<file path="src/rtl/dmi_arbiter_if.sv">
// DMI bus bundle between two debug transport masters, the arbiter and the debug module.
// The slave modport is the arbiter's view; the master modport is the harness driving it.
interface dmi_arbiter_if #(
  parameter int ADDR_WIDTH = 7,
  parameter int DATA_WIDTH = 32
);
  // Master-facing side (two sources, packed per index)
  logic [1:0]              m_req_valid_i;
  logic [1:0]              m_req_ready_o;
  logic [2*ADDR_WIDTH-1:0] m_req_addr_i;
  logic [3:0]              m_req_op_i;
  logic [2*DATA_WIDTH-1:0] m_req_data_i;
  logic [1:0]              m_resp_valid_o;
  logic [1:0]              m_resp_ready_i;
  logic [1:0]              m_resp_resp_o;
  logic [DATA_WIDTH-1:0]   m_resp_data_o;
  // Debug-module-facing side
  logic                    s_req_valid_o;
  logic                    s_req_ready_i;
  logic [ADDR_WIDTH-1:0]   s_req_addr_o;
  logic [1:0]              s_req_op_o;
  logic [DATA_WIDTH-1:0]   s_req_data_o;
  logic                    s_resp_valid_i;
  logic                    s_resp_ready_o;
  logic [1:0]              s_resp_resp_i;
  logic [DATA_WIDTH-1:0]   s_resp_data_i;

  modport slave (
    input  m_req_valid_i, m_req_addr_i, m_req_op_i, m_req_data_i, m_resp_ready_i,
    output m_req_ready_o, m_resp_valid_o, m_resp_resp_o, m_resp_data_o,
    output s_req_valid_o, s_req_addr_o, s_req_op_o, s_req_data_o, s_resp_ready_o,
    input  s_req_ready_i, s_resp_valid_i, s_resp_resp_i, s_resp_data_i
  );

  modport master (
    output m_req_valid_i, m_req_addr_i, m_req_op_i, m_req_data_i, m_resp_ready_i,
    input  m_req_ready_o, m_resp_valid_o, m_resp_resp_o, m_resp_data_o,
    input  s_req_valid_o, s_req_addr_o, s_req_op_o, s_req_data_o, s_resp_ready_o,
    output s_req_ready_i, s_resp_valid_i, s_resp_resp_i, s_resp_data_i
  );
endinterface

</file>
<file path="src/rtl/dmi_arbiter.sv">
// Round-robin arbiter for two DMI masters onto one debug module port, single outstanding
// transaction, response routed to the issuing master, timeout turns a hung DM into an error.
module dmi_arbiter #(
  parameter int ADDR_WIDTH     = 7,
  parameter int DATA_WIDTH     = 32,
  parameter int TIMEOUT_CYCLES = 1024
) (
  input  logic        clk_i,
  input  logic        rst_i,
  input  logic [1:0]  en_i,
  dmi_arbiter_if.slave bus,
  output logic        stray_o,
  output logic        owner_o,
  output logic [1:0]  state_o,
  output logic        rr_ptr_o
);
  // Every channel transfers on the rising edge where valid and ready are both 1;
  // valid never waits on ready, and payload is held stable while valid is high.

  typedef enum logic [1:0] {
    S_IDLE = 2'd0,
    S_REQ  = 2'd1,
    S_RESP = 2'd2,
    S_ERR  = 2'd3
  } state_t;

  localparam int CW = (TIMEOUT_CYCLES > 0) ? $clog2(TIMEOUT_CYCLES + 1) : 1;
  localparam logic [CW-1:0] CNT_LAST = CW'(TIMEOUT_CYCLES - 1);

  state_t                r_state;
  state_t                w_state_nxt;
  logic                  r_rr;
  logic                  r_owner;
  logic                  r_stray;
  logic [CW-1:0]         r_cnt;
  logic [ADDR_WIDTH-1:0] r_addr;
  logic [1:0]            r_op;
  logic [DATA_WIDTH-1:0] r_data;

  logic [1:0]            w_elig;
  logic                  w_grant;
  logic                  w_accept;
  logic                  w_done;
  logic [1:0]            w_req_ready;
  logic [1:0]            w_resp_valid;
  logic [1:0]            w_resp_resp;
  logic [DATA_WIDTH-1:0] w_resp_data;
  logic                  w_s_req_valid;
  logic                  w_s_resp_ready;

  assign w_elig = bus.m_req_valid_i & en_i;

  always_comb begin
    w_state_nxt    = r_state;
    w_grant        = 1'b0;
    w_accept       = 1'b0;
    w_done         = 1'b0;
    w_req_ready    = 2'b00;
    w_resp_valid   = 2'b00;
    w_resp_resp    = 2'b00;
    w_resp_data    = '0;
    w_s_req_valid  = 1'b0;
    w_s_resp_ready = 1'b0;
    case (r_state)
      S_IDLE: begin
        // Responses arriving here have no owner; swallow them and flag stray.
        w_s_resp_ready = 1'b1;
        if (|w_elig) begin
          w_grant              = w_elig[r_rr] ? r_rr : ~r_rr;
          w_req_ready[w_grant] = 1'b1;
          w_accept             = 1'b1;
          w_state_nxt          = S_REQ;
        end
      end
      S_REQ: begin
        w_s_req_valid = 1'b1;
        if (bus.s_req_ready_i) w_state_nxt = S_RESP;
      end
      S_RESP: begin
        w_resp_valid[r_owner] = bus.s_resp_valid_i;
        w_s_resp_ready        = bus.m_resp_ready_i[r_owner];
        w_resp_resp           = bus.s_resp_resp_i;
        w_resp_data           = bus.s_resp_data_i;
        if (bus.s_resp_valid_i && bus.m_resp_ready_i[r_owner]) begin
          w_done      = 1'b1;
          w_state_nxt = S_IDLE;
        end else if (TIMEOUT_CYCLES != 0 && r_cnt == CNT_LAST) begin
          w_state_nxt = S_ERR;
        end
      end
      S_ERR: begin
        w_resp_valid[r_owner] = 1'b1;
        w_resp_resp           = 2'b10;
        w_s_resp_ready        = 1'b1;
        if (bus.m_resp_ready_i[r_owner]) begin
          w_done      = 1'b1;
          w_state_nxt = S_IDLE;
        end
      end
      default: w_state_nxt = S_IDLE;
    endcase
  end

  always_ff @(posedge clk_i or posedge rst_i) begin
    if (rst_i) begin
      r_state <= S_IDLE;
      r_rr    <= 1'b0;
      r_owner <= 1'b0;
      r_stray <= 1'b0;
      r_cnt   <= '0;
      r_addr  <= '0;
      r_op    <= '0;
      r_data  <= '0;
    end else begin
      r_state <= w_state_nxt;
      if (w_accept) begin
        r_owner <= w_grant;
        r_addr  <= w_grant ? bus.m_req_addr_i[2*ADDR_WIDTH-1:ADDR_WIDTH]
                           : bus.m_req_addr_i[ADDR_WIDTH-1:0];
        r_op    <= w_grant ? bus.m_req_op_i[3:2] : bus.m_req_op_i[1:0];
        r_data  <= w_grant ? bus.m_req_data_i[2*DATA_WIDTH-1:DATA_WIDTH]
                           : bus.m_req_data_i[DATA_WIDTH-1:0];
      end
      // Counter is zero on entry to RESP and saturates rather than wrapping.
      if (r_state == S_REQ) begin
        r_cnt <= '0;
      end else if (r_state == S_RESP && !w_done && r_cnt != '1) begin
        r_cnt <= r_cnt + 1'b1;
      end
      if (w_done) r_rr <= ~r_owner;
      if (bus.s_resp_valid_i && (r_state == S_IDLE || r_state == S_REQ)) r_stray <= 1'b1;
    end
  end

  assign bus.m_req_ready_o  = w_req_ready;
  assign bus.m_resp_valid_o = w_resp_valid;
  assign bus.m_resp_resp_o  = w_resp_resp;
  assign bus.m_resp_data_o  = w_resp_data;
  assign bus.s_req_valid_o  = w_s_req_valid;
  assign bus.s_req_addr_o   = r_addr;
  assign bus.s_req_op_o     = r_op;
  assign bus.s_req_data_o   = r_data;
  assign bus.s_resp_ready_o = w_s_resp_ready;

  assign stray_o  = r_stray;
  assign owner_o  = r_owner;
  assign state_o  = r_state;
  assign rr_ptr_o = r_rr;
endmodule

</file>
<file path="src/flat_wrapper.sv">
// flat-port wrapper written by rule: the top's interface ports become plain ports
module dmi_arbiter_flat 
#(
  parameter int ADDR_WIDTH     = 7,
  parameter int DATA_WIDTH     = 32,
  parameter int TIMEOUT_CYCLES = 1024
)
  (clk_i, rst_i, en_i, stray_o, owner_o, state_o, rr_ptr_o, bus_m_req_valid_i, bus_m_req_addr_i, bus_m_req_op_i, bus_m_req_data_i, bus_m_resp_ready_i, bus_m_req_ready_o, bus_m_resp_valid_o, bus_m_resp_resp_o, bus_m_resp_data_o, bus_s_req_valid_o, bus_s_req_addr_o, bus_s_req_op_o, bus_s_req_data_o, bus_s_resp_ready_o, bus_s_req_ready_i, bus_s_resp_valid_i, bus_s_resp_resp_i, bus_s_resp_data_i);
  dmi_arbiter_if #(.ADDR_WIDTH(ADDR_WIDTH), .DATA_WIDTH(DATA_WIDTH)) bus_i ();
  input  logic clk_i;
  input  logic rst_i;
  input  logic [1:0] en_i;
  output logic stray_o;
  output logic owner_o;
  output logic [1:0] state_o;
  output logic rr_ptr_o;
  input wire logic [$bits(bus_i.m_req_valid_i)-1:0] bus_m_req_valid_i;
  input wire logic [$bits(bus_i.m_req_addr_i)-1:0] bus_m_req_addr_i;
  input wire logic [$bits(bus_i.m_req_op_i)-1:0] bus_m_req_op_i;
  input wire logic [$bits(bus_i.m_req_data_i)-1:0] bus_m_req_data_i;
  input wire logic [$bits(bus_i.m_resp_ready_i)-1:0] bus_m_resp_ready_i;
  output wire logic [$bits(bus_i.m_req_ready_o)-1:0] bus_m_req_ready_o;
  output wire logic [$bits(bus_i.m_resp_valid_o)-1:0] bus_m_resp_valid_o;
  output wire logic [$bits(bus_i.m_resp_resp_o)-1:0] bus_m_resp_resp_o;
  output wire logic [$bits(bus_i.m_resp_data_o)-1:0] bus_m_resp_data_o;
  output wire logic [$bits(bus_i.s_req_valid_o)-1:0] bus_s_req_valid_o;
  output wire logic [$bits(bus_i.s_req_addr_o)-1:0] bus_s_req_addr_o;
  output wire logic [$bits(bus_i.s_req_op_o)-1:0] bus_s_req_op_o;
  output wire logic [$bits(bus_i.s_req_data_o)-1:0] bus_s_req_data_o;
  output wire logic [$bits(bus_i.s_resp_ready_o)-1:0] bus_s_resp_ready_o;
  input wire logic [$bits(bus_i.s_req_ready_i)-1:0] bus_s_req_ready_i;
  input wire logic [$bits(bus_i.s_resp_valid_i)-1:0] bus_s_resp_valid_i;
  input wire logic [$bits(bus_i.s_resp_resp_i)-1:0] bus_s_resp_resp_i;
  input wire logic [$bits(bus_i.s_resp_data_i)-1:0] bus_s_resp_data_i;
  assign bus_i.m_req_valid_i = bus_m_req_valid_i;
  assign bus_i.m_req_addr_i = bus_m_req_addr_i;
  assign bus_i.m_req_op_i = bus_m_req_op_i;
  assign bus_i.m_req_data_i = bus_m_req_data_i;
  assign bus_i.m_resp_ready_i = bus_m_resp_ready_i;
  assign bus_m_req_ready_o = bus_i.m_req_ready_o;
  assign bus_m_resp_valid_o = bus_i.m_resp_valid_o;
  assign bus_m_resp_resp_o = bus_i.m_resp_resp_o;
  assign bus_m_resp_data_o = bus_i.m_resp_data_o;
  assign bus_s_req_valid_o = bus_i.s_req_valid_o;
  assign bus_s_req_addr_o = bus_i.s_req_addr_o;
  assign bus_s_req_op_o = bus_i.s_req_op_o;
  assign bus_s_req_data_o = bus_i.s_req_data_o;
  assign bus_s_resp_ready_o = bus_i.s_resp_ready_o;
  assign bus_i.s_req_ready_i = bus_s_req_ready_i;
  assign bus_i.s_resp_valid_i = bus_s_resp_valid_i;
  assign bus_i.s_resp_resp_i = bus_s_resp_resp_i;
  assign bus_i.s_resp_data_i = bus_s_resp_data_i;
  dmi_arbiter #(.ADDR_WIDTH(ADDR_WIDTH), .DATA_WIDTH(DATA_WIDTH), .TIMEOUT_CYCLES(TIMEOUT_CYCLES)) u_core (.clk_i(clk_i), .rst_i(rst_i), .en_i(en_i), .bus(bus_i), .stray_o(stray_o), .owner_o(owner_o), .state_o(state_o), .rr_ptr_o(rr_ptr_o));
endmodule
</file>
<file path="config.mk">
export PLATFORM = sky130hd
export DESIGN_NAME = dmi_arbiter_flat
export DESIGN_NICKNAME = d
export VERILOG_FILES = /design/src/rtl/dmi_arbiter_if.sv /design/src/rtl/dmi_arbiter.sv /design/src/flat_wrapper.sv
export SDC_FILE = /design/constraint.sdc
export NUM_CORES = 1
export LEC_CHECK = 0
export CAP_MARGIN = 0
export CORE_ASPECT_RATIO = 1.25
export CORE_MARGIN = 3
export CORE_UTILIZATION = 35
export CTS_BUF_LIST = sky130_fd_sc_hd__clkbuf_4
export DETAILED_ROUTE_END_ITERATION = 7
export PLACE_DENSITY = 0.9
export REMOVE_ABC_BUFFERS = 1
export SLEW_MARGIN = 20
export SYNTH_ARGS = -nofsm -noshare
export SYNTH_HDL_FRONTEND = slang
export SYNTH_SLANG_ARGS = --single-unit
</file>
<file path="constraint.sdc">
create_clock -name clk_i -period 3.15 [get_ports clk_i]
set_clock_uncertainty 0.2 [all_clocks]
set_input_delay 0.63 -clock clk_i [delete_from_list [all_inputs] [get_ports clk_i]]
set_output_delay 0.63 -clock clk_i [all_outputs]
set_load 0.02 [all_outputs]
</file>
==> Word-level counts from Yosys, hierarchy flattened <==
Index checks and enable logic that the tools add are counted.
{ "word_totals": {"input_bits": 126, "regBits": 57} }
{ "op_classes": {"n_bitwise": 4, "n_eq_ne": 9, "n_mux": 34, "add_sub_neg": 1, "reduce_logical": 13, "n_lt_le_gt_ge": 5} }
{ "op_table": {"columns": ["operator", "n"], "rows": [
  ["32-bit 2-to-1 mux", 2],
  ["11-bit 2-to-1 mux", 2],
  ["2-bit 2-to-1 mux", 8],
  ["1-bit 2-to-1 mux", 14],
  ["11-bit by 1-bit adder with 11-bit output, second input constant", 1],
  ["11-bit by 10-bit equality test with 1-bit output, second input constant", 1],
  ["11-bit != test, second input constant", 1],
  ["2-bit case mux with 2 select lines", 2],
  ["2-bit case mux with 4 select lines", 1],
  ["7-bit 2-to-1 mux", 1],
  ["1-bit logical AND", 6],
  ["1-bit by 2-bit less-than comparator with 1-bit output, second input constant", 3],
  ["2-bit AND", 2],
  ["2-bit equality test, second input constant", 2],
  ["2-bit by 1-bit != test with 1-bit output, second input constant", 2],
  ["1-bit case mux with 2 select lines", 2],
  ["4-bit AND reduction", 1],
  ["2-bit OR reduction", 2],
  ["3-bit by 1-bit != test with 1-bit output, second input constant", 1],
  ["1-bit demux with 1-bit select", 2],
  ["2-bit by 1-bit equality test with 1-bit output, second input constant", 1],
  ["1-bit >= comparator, second input constant", 2],
  ["2-bit zero test", 1],
  ["2-bit != test, second input constant", 1],
  ["4 further kinds", 5]
]} }

==> Longest topological paths before layout <==
{ "logic_depth": {"ltp_word": 10, "mapped_depth": 7, "mapped_depth_nobuf": 6} }

==> Worst setup path after synthesis <==
OpenSTA, ideal clock, no wires.
{ "synth_path": {"path_type": "in2out", "startpoint": "input port bus_m_req_valid_i[0]", "endpoint": "output port bus_m_req_ready_o[1]", "t_arrival_ns": 1.684, "slack_ns": 0.636, "stages": 6, "n_path_buf": 3, "path_cell_list": "a22oi_1 -> nand2b_1 -> buf_2 -> clkbuf_1 -> nor2_1 -> buf_4"} }
{ "synth_between": {"elab_chain_cells": 10, "word_cells_on_any_way": 12, "classes_between": "2 x order compare; 7 x mux; 1 x bitwise; 2 x reduce/logical"} }
{ "synth_rtl": {"columns": ["element", "line", "source"], "rows": [
  ["from (decl)", "flat_wrapper.sv:17", "input wire logic [$bits(bus_i.m_req_valid_i)-1:0] bus_m_req_valid_i;"],
  ["2-bit AND *", "dmi_arbiter.sv:51", "assign w_elig = bus.m_req_valid_i & en_i;"],
  ["1-bit 2-to-1 mux (not written as such) (2 in a row)", "dmi_arbiter.sv:69", "w_grant = w_elig[r_rr] ? r_rr : ~r_rr;"],
  ["1-bit 2-to-1 mux", "dmi_arbiter.sv:69", null],
  ["1-bit by 2-bit less-than comparator with 1-bit output (not written as such) or 1-bit >= comparator (tied branches)", "dmi_arbiter.sv:70", "w_req_ready[w_grant] = 1'b1;"],
  ["1-bit logical AND (not written as such)", "dmi_arbiter.sv:70", null],
  ["1-bit 2-to-1 mux (not written as such)", "dmi_arbiter.sv:70", null],
  ["1-bit demux with 1-bit select", null, null],
  ["2-bit 2-to-1 mux *", "dmi_arbiter.sv:68", "if (|w_elig) begin"],
  ["2-bit 2-to-1 mux *", "dmi_arbiter.sv:64", "case (r_state)"],
  ["to (decl)", "flat_wrapper.sv:22", "output wire logic [$bits(bus_i.m_req_ready_o)-1:0] bus_m_req_ready_o;"]
]} }
Every way passes the cells marked *; elsewhere a longest branch is shown, timed or not. The select of a mux whose other input is x is not followed.

==> Worst setup path in the final report <==
{ "layout_path": {"startpoint": "input port en_i[0]", "endpoint": "output port bus_m_req_ready_o[1]"} }
{ "layout_between": {"elab_chain_cells": 10, "word_cells_on_any_way": 12, "classes_between": "2 x order compare; 7 x mux; 1 x bitwise; 2 x reduce/logical"} }
{ "layout_rtl": {"columns": ["element", "line", "source"], "rows": [
  ["from (decl)", "flat_wrapper.sv:12", "input logic [1:0] en_i;"],
  ["2-bit AND *", "dmi_arbiter.sv:51", null],
  ["1-bit 2-to-1 mux (not written as such) (2 in a row)", "dmi_arbiter.sv:69", null],
  ["1-bit 2-to-1 mux", "dmi_arbiter.sv:69", null],
  ["1-bit by 2-bit less-than comparator with 1-bit output (not written as such) or 1-bit >= comparator (tied branches)", "dmi_arbiter.sv:70", null],
  ["1-bit logical AND (not written as such)", "dmi_arbiter.sv:70", null],
  ["1-bit 2-to-1 mux (not written as such)", "dmi_arbiter.sv:70", null],
  ["1-bit demux with 1-bit select", null, null],
  ["2-bit 2-to-1 mux *", "dmi_arbiter.sv:68", null],
  ["2-bit 2-to-1 mux *", "dmi_arbiter.sv:64", null]
]} }
Marks and branches as above.

==> flow_summary.json <==
{
  "status": "complete, no violations",
  "drive_gt1_share_pct": 5.88,
  "h-tree-depth": 3,
  "die_h_um": 112,
  "seq_area_frac_synth_pct": 45.0,
  "fin_crit_sh_pct": 96.5,
  "dp_worst_setup_slack_ns": 0.126,
  "postCtsSetupRepairBufs": 0,
  "core_area_um2": 8750,
  "fin_total_pwr_w": 0.00399,
  "grt-ovfl-total": 0,
  "fp.dieW_um": 91.1,
  "layout_commonest_cell": "clkdlybuf4s50_1",
  "ios": 212,
  "hold_buffers": 0,
  "dr.pass1.iters": 6,
  "cts_root_buf": "clkbuf_4",
  "finalMaxSlewViolations": 0,
  "fmax_ghz": 0.329,
  "wl_per_cell_um": 14.8,
  "cp-start-kind": "primary input",
  "vias": 3263,
  "start_util_pct": 36.2,
  "fin_cells": 664,
  "worstSetupEndpointType": "output port",
  "powerDensity_nw_per_um2": 725,
  "grt_pass1_vias": 3384,
  "drt-vias-per-instance": 4.91,
  "setup_violations": 0,
  "antenna_found_initial": 0,
  "worst-path-max-fanout": 2,
  "clk_latency_ns": 0.37,
  "grt_max_degree": 85,
  "path_clk_slew_ns": 0.08,
  "critPathArrivalTime_ns": 2.21,
  "num_antenna_cells": 0,
  "fin_tns_setup_ns": 0,
  "die-area_um2": 10200,
  "syn-instance-count": 335,
  "relSlewSlack_pct": 55.5,
  "fin_nets": 674,
  "path_class": "in -> out",
  "dp_hpwl_mm": 8.00,
  "tightest_slew_ns": 0.667,
  "port_buffers": 211,
  "placed_cell_area_um2": 5390,
  "reg2reg_slack_ns": 0.87,
  "period_needed_ns": 3.04,
  "cts_tree": "built",
  "syn2layout_area_growth_pct": 73.8,
  "finalInstanceArea_um2": 5510,
  "hold_viol_final": 0,
  "track_usage_pct": 19.3,
  "yosys_warnings": 0,
  "ys_ff_latch": 57,
  "p_leak_nw": 2.38,
  "worstHoldPathType": "reg -> reg",
  "final_cell_mix": "205 x clkdlybuf4s50_1, 57 x dfrtp_1, 51 x nand2_1",
  "drt-total-wl_mm": 9.84,
  "drv_cap": 0,
  "clk_path_buf_depth": 2,
  "clock_sinks": 57,
  "drc": 0,
  "synth_area_um2": 3170,
  "antenna_left": 0,
  "drtIter0Drc": 136,
  "cts_resized": 0,
  "dp_cells": 651,
  "synth_cell_types": 39,
  "cts_buffers": 9,
  "fillers": 726,
  "syn-mean-instance-area_um2": 9.46,
  "grt_pass1_wl_mm": 15.9,
  "rows": 38,
  "critical_path_required_ns": 2.32,
  "setup_ws_ns": 0.109,
  "place_congestion": 0.825,
  "peakVddDrop_v": 0.000438
}
==> sequential cells by signal, indices dropped and copies added (netlist names) <==
register                 cells
u_core.bus.s_req_op_o        2
u_core.r_cnt                11
u_core.owner_o               1
u_core.bus.s_req_addr_o      7
u_core.stray_o               1
u_core.rr_ptr_o              1
u_core.state_o               2
u_core.bus.s_req_data_o     32
==> logic make-up after synthesis <==
family	count (synthesis)	synth area share, %
and+or+nand+nor	126	20.6
adders and majority gates	6	2.37
muxes	46	14.8
AOI/OAI and AO/OA	74	13.2
DFF	57	45.0
buffers and inverters	26	4.03
==> per-stage QoR <==
stage	hold slack, ns	util [%]
2_1_floorplan	0.297	-
3_3_place_gp	0.257	61.7
3_5_place_dp	0.255	61.7
4_1_cts	0.286	62.7
5_1_grt	0.308	62.9
6_report	0.278	62.9
==> synth_stat cells <==
cell type	number	area share (%)
o21ai_2	1	0.28
nor2b_1	6	1.2
buf_6	1	0.36
nor2_1	9	1.1
a211oi_1	1	0.24
nand3_2	1	0.32
o21ai_0	47	7.4
buf_4	5	1.2
and4_1	2	0.55
buf_2	3	0.47
nand3_1	5	0.79
a211o_1	1	0.28
o22ai_1	1	0.20
dfrtp_1	57	45
a21o_1	2	0.47
o21a_1	1	0.24
mux2_2	4	1.4
nand2b_1	3	0.59
ha_1	6	2.4
nand2_1	51	6.0
or3_1	2	0.39
a22oi_1	1	0.24
mux2i_1	41	13
or4_1	3	0.71
and3_1	4	0.79
a221o_1	1	0.32
a2111oi_0	2	0.55
and2_1	35	6.9
a21oi_1	11	1.7
a31o_2	1	0.28
clkbuf_1	13	1.5
a31oi_1	1	0.20
nor4_1	1	0.20
o31ai_1	3	0.71
mux2i_2	1	0.43
nand4_1	2	0.39
inv_1	4	0.47
nor4_2	1	0.39
and3b_1	1	0.28
==> critical path: stages <==
cell and delay, ns:
clkdlybuf4s50_1 0.44, and3b_1 0.23, a21oi_4 0.12, inv_1 0.07, nor2_1 0.11, clkdlybuf4s50_1 0.61
==> routing by layer <==
metal | track usage, % | wire length [um]
met1 | 20.3 | 3540
met5 | 0 | 0
met3 | 6.43 | 917
met4 | 7.14 | 169
met2 | 35.3 | 5210
==> area by class of cell <==
| type | count | area [um^2] | share of cell area, % |
|---|---|---|---|
| multi-input cells | 252 | 1630 | 29.6 |
| well taps | 120 | 150 | 2.73 |
| inverters | 4 | 15.0 | 0.273 |
| clock buffers | 11 | 82.6 | 1.50 |
| clock inverters | 2 | 8.76 | 0.159 |
| repair buffers | 218 | 2190 | 39.9 |
| flip-flops and latches | 57 | 1430 | 25.9 |
==> where the power goes <==
group / internal, W / switching [W] / leakage, nW
logic: 0.00116 / 0.00124 / 1.61
clock network: 0.000164 / 0.000238 / 0.0561
registers: 0.00101 / 0.000183 / 0.719
total: 0.00233 / 0.00166 / 2.38
==> worst paths after layout <==
path                                   start  cells after the start                           to
max                                  en_i[0]                      6         bus_m_req_ready_o[1]
min                           u_core.stray_o                      1               u_core.stray_o
max reg2reg                u_core.state_o[0]                      6              u_core.r_cnt[5]
min reg2reg                   u_core.stray_o                      1               u_core.stray_o
max in group asynchronous              rst_i                      3              u_core.r_cnt[4]
min in group asynchronous              rst_i                      2  u_core.bus.s_req_data_o[17]
Note: power is estimated with default switching activity, not from simulation.
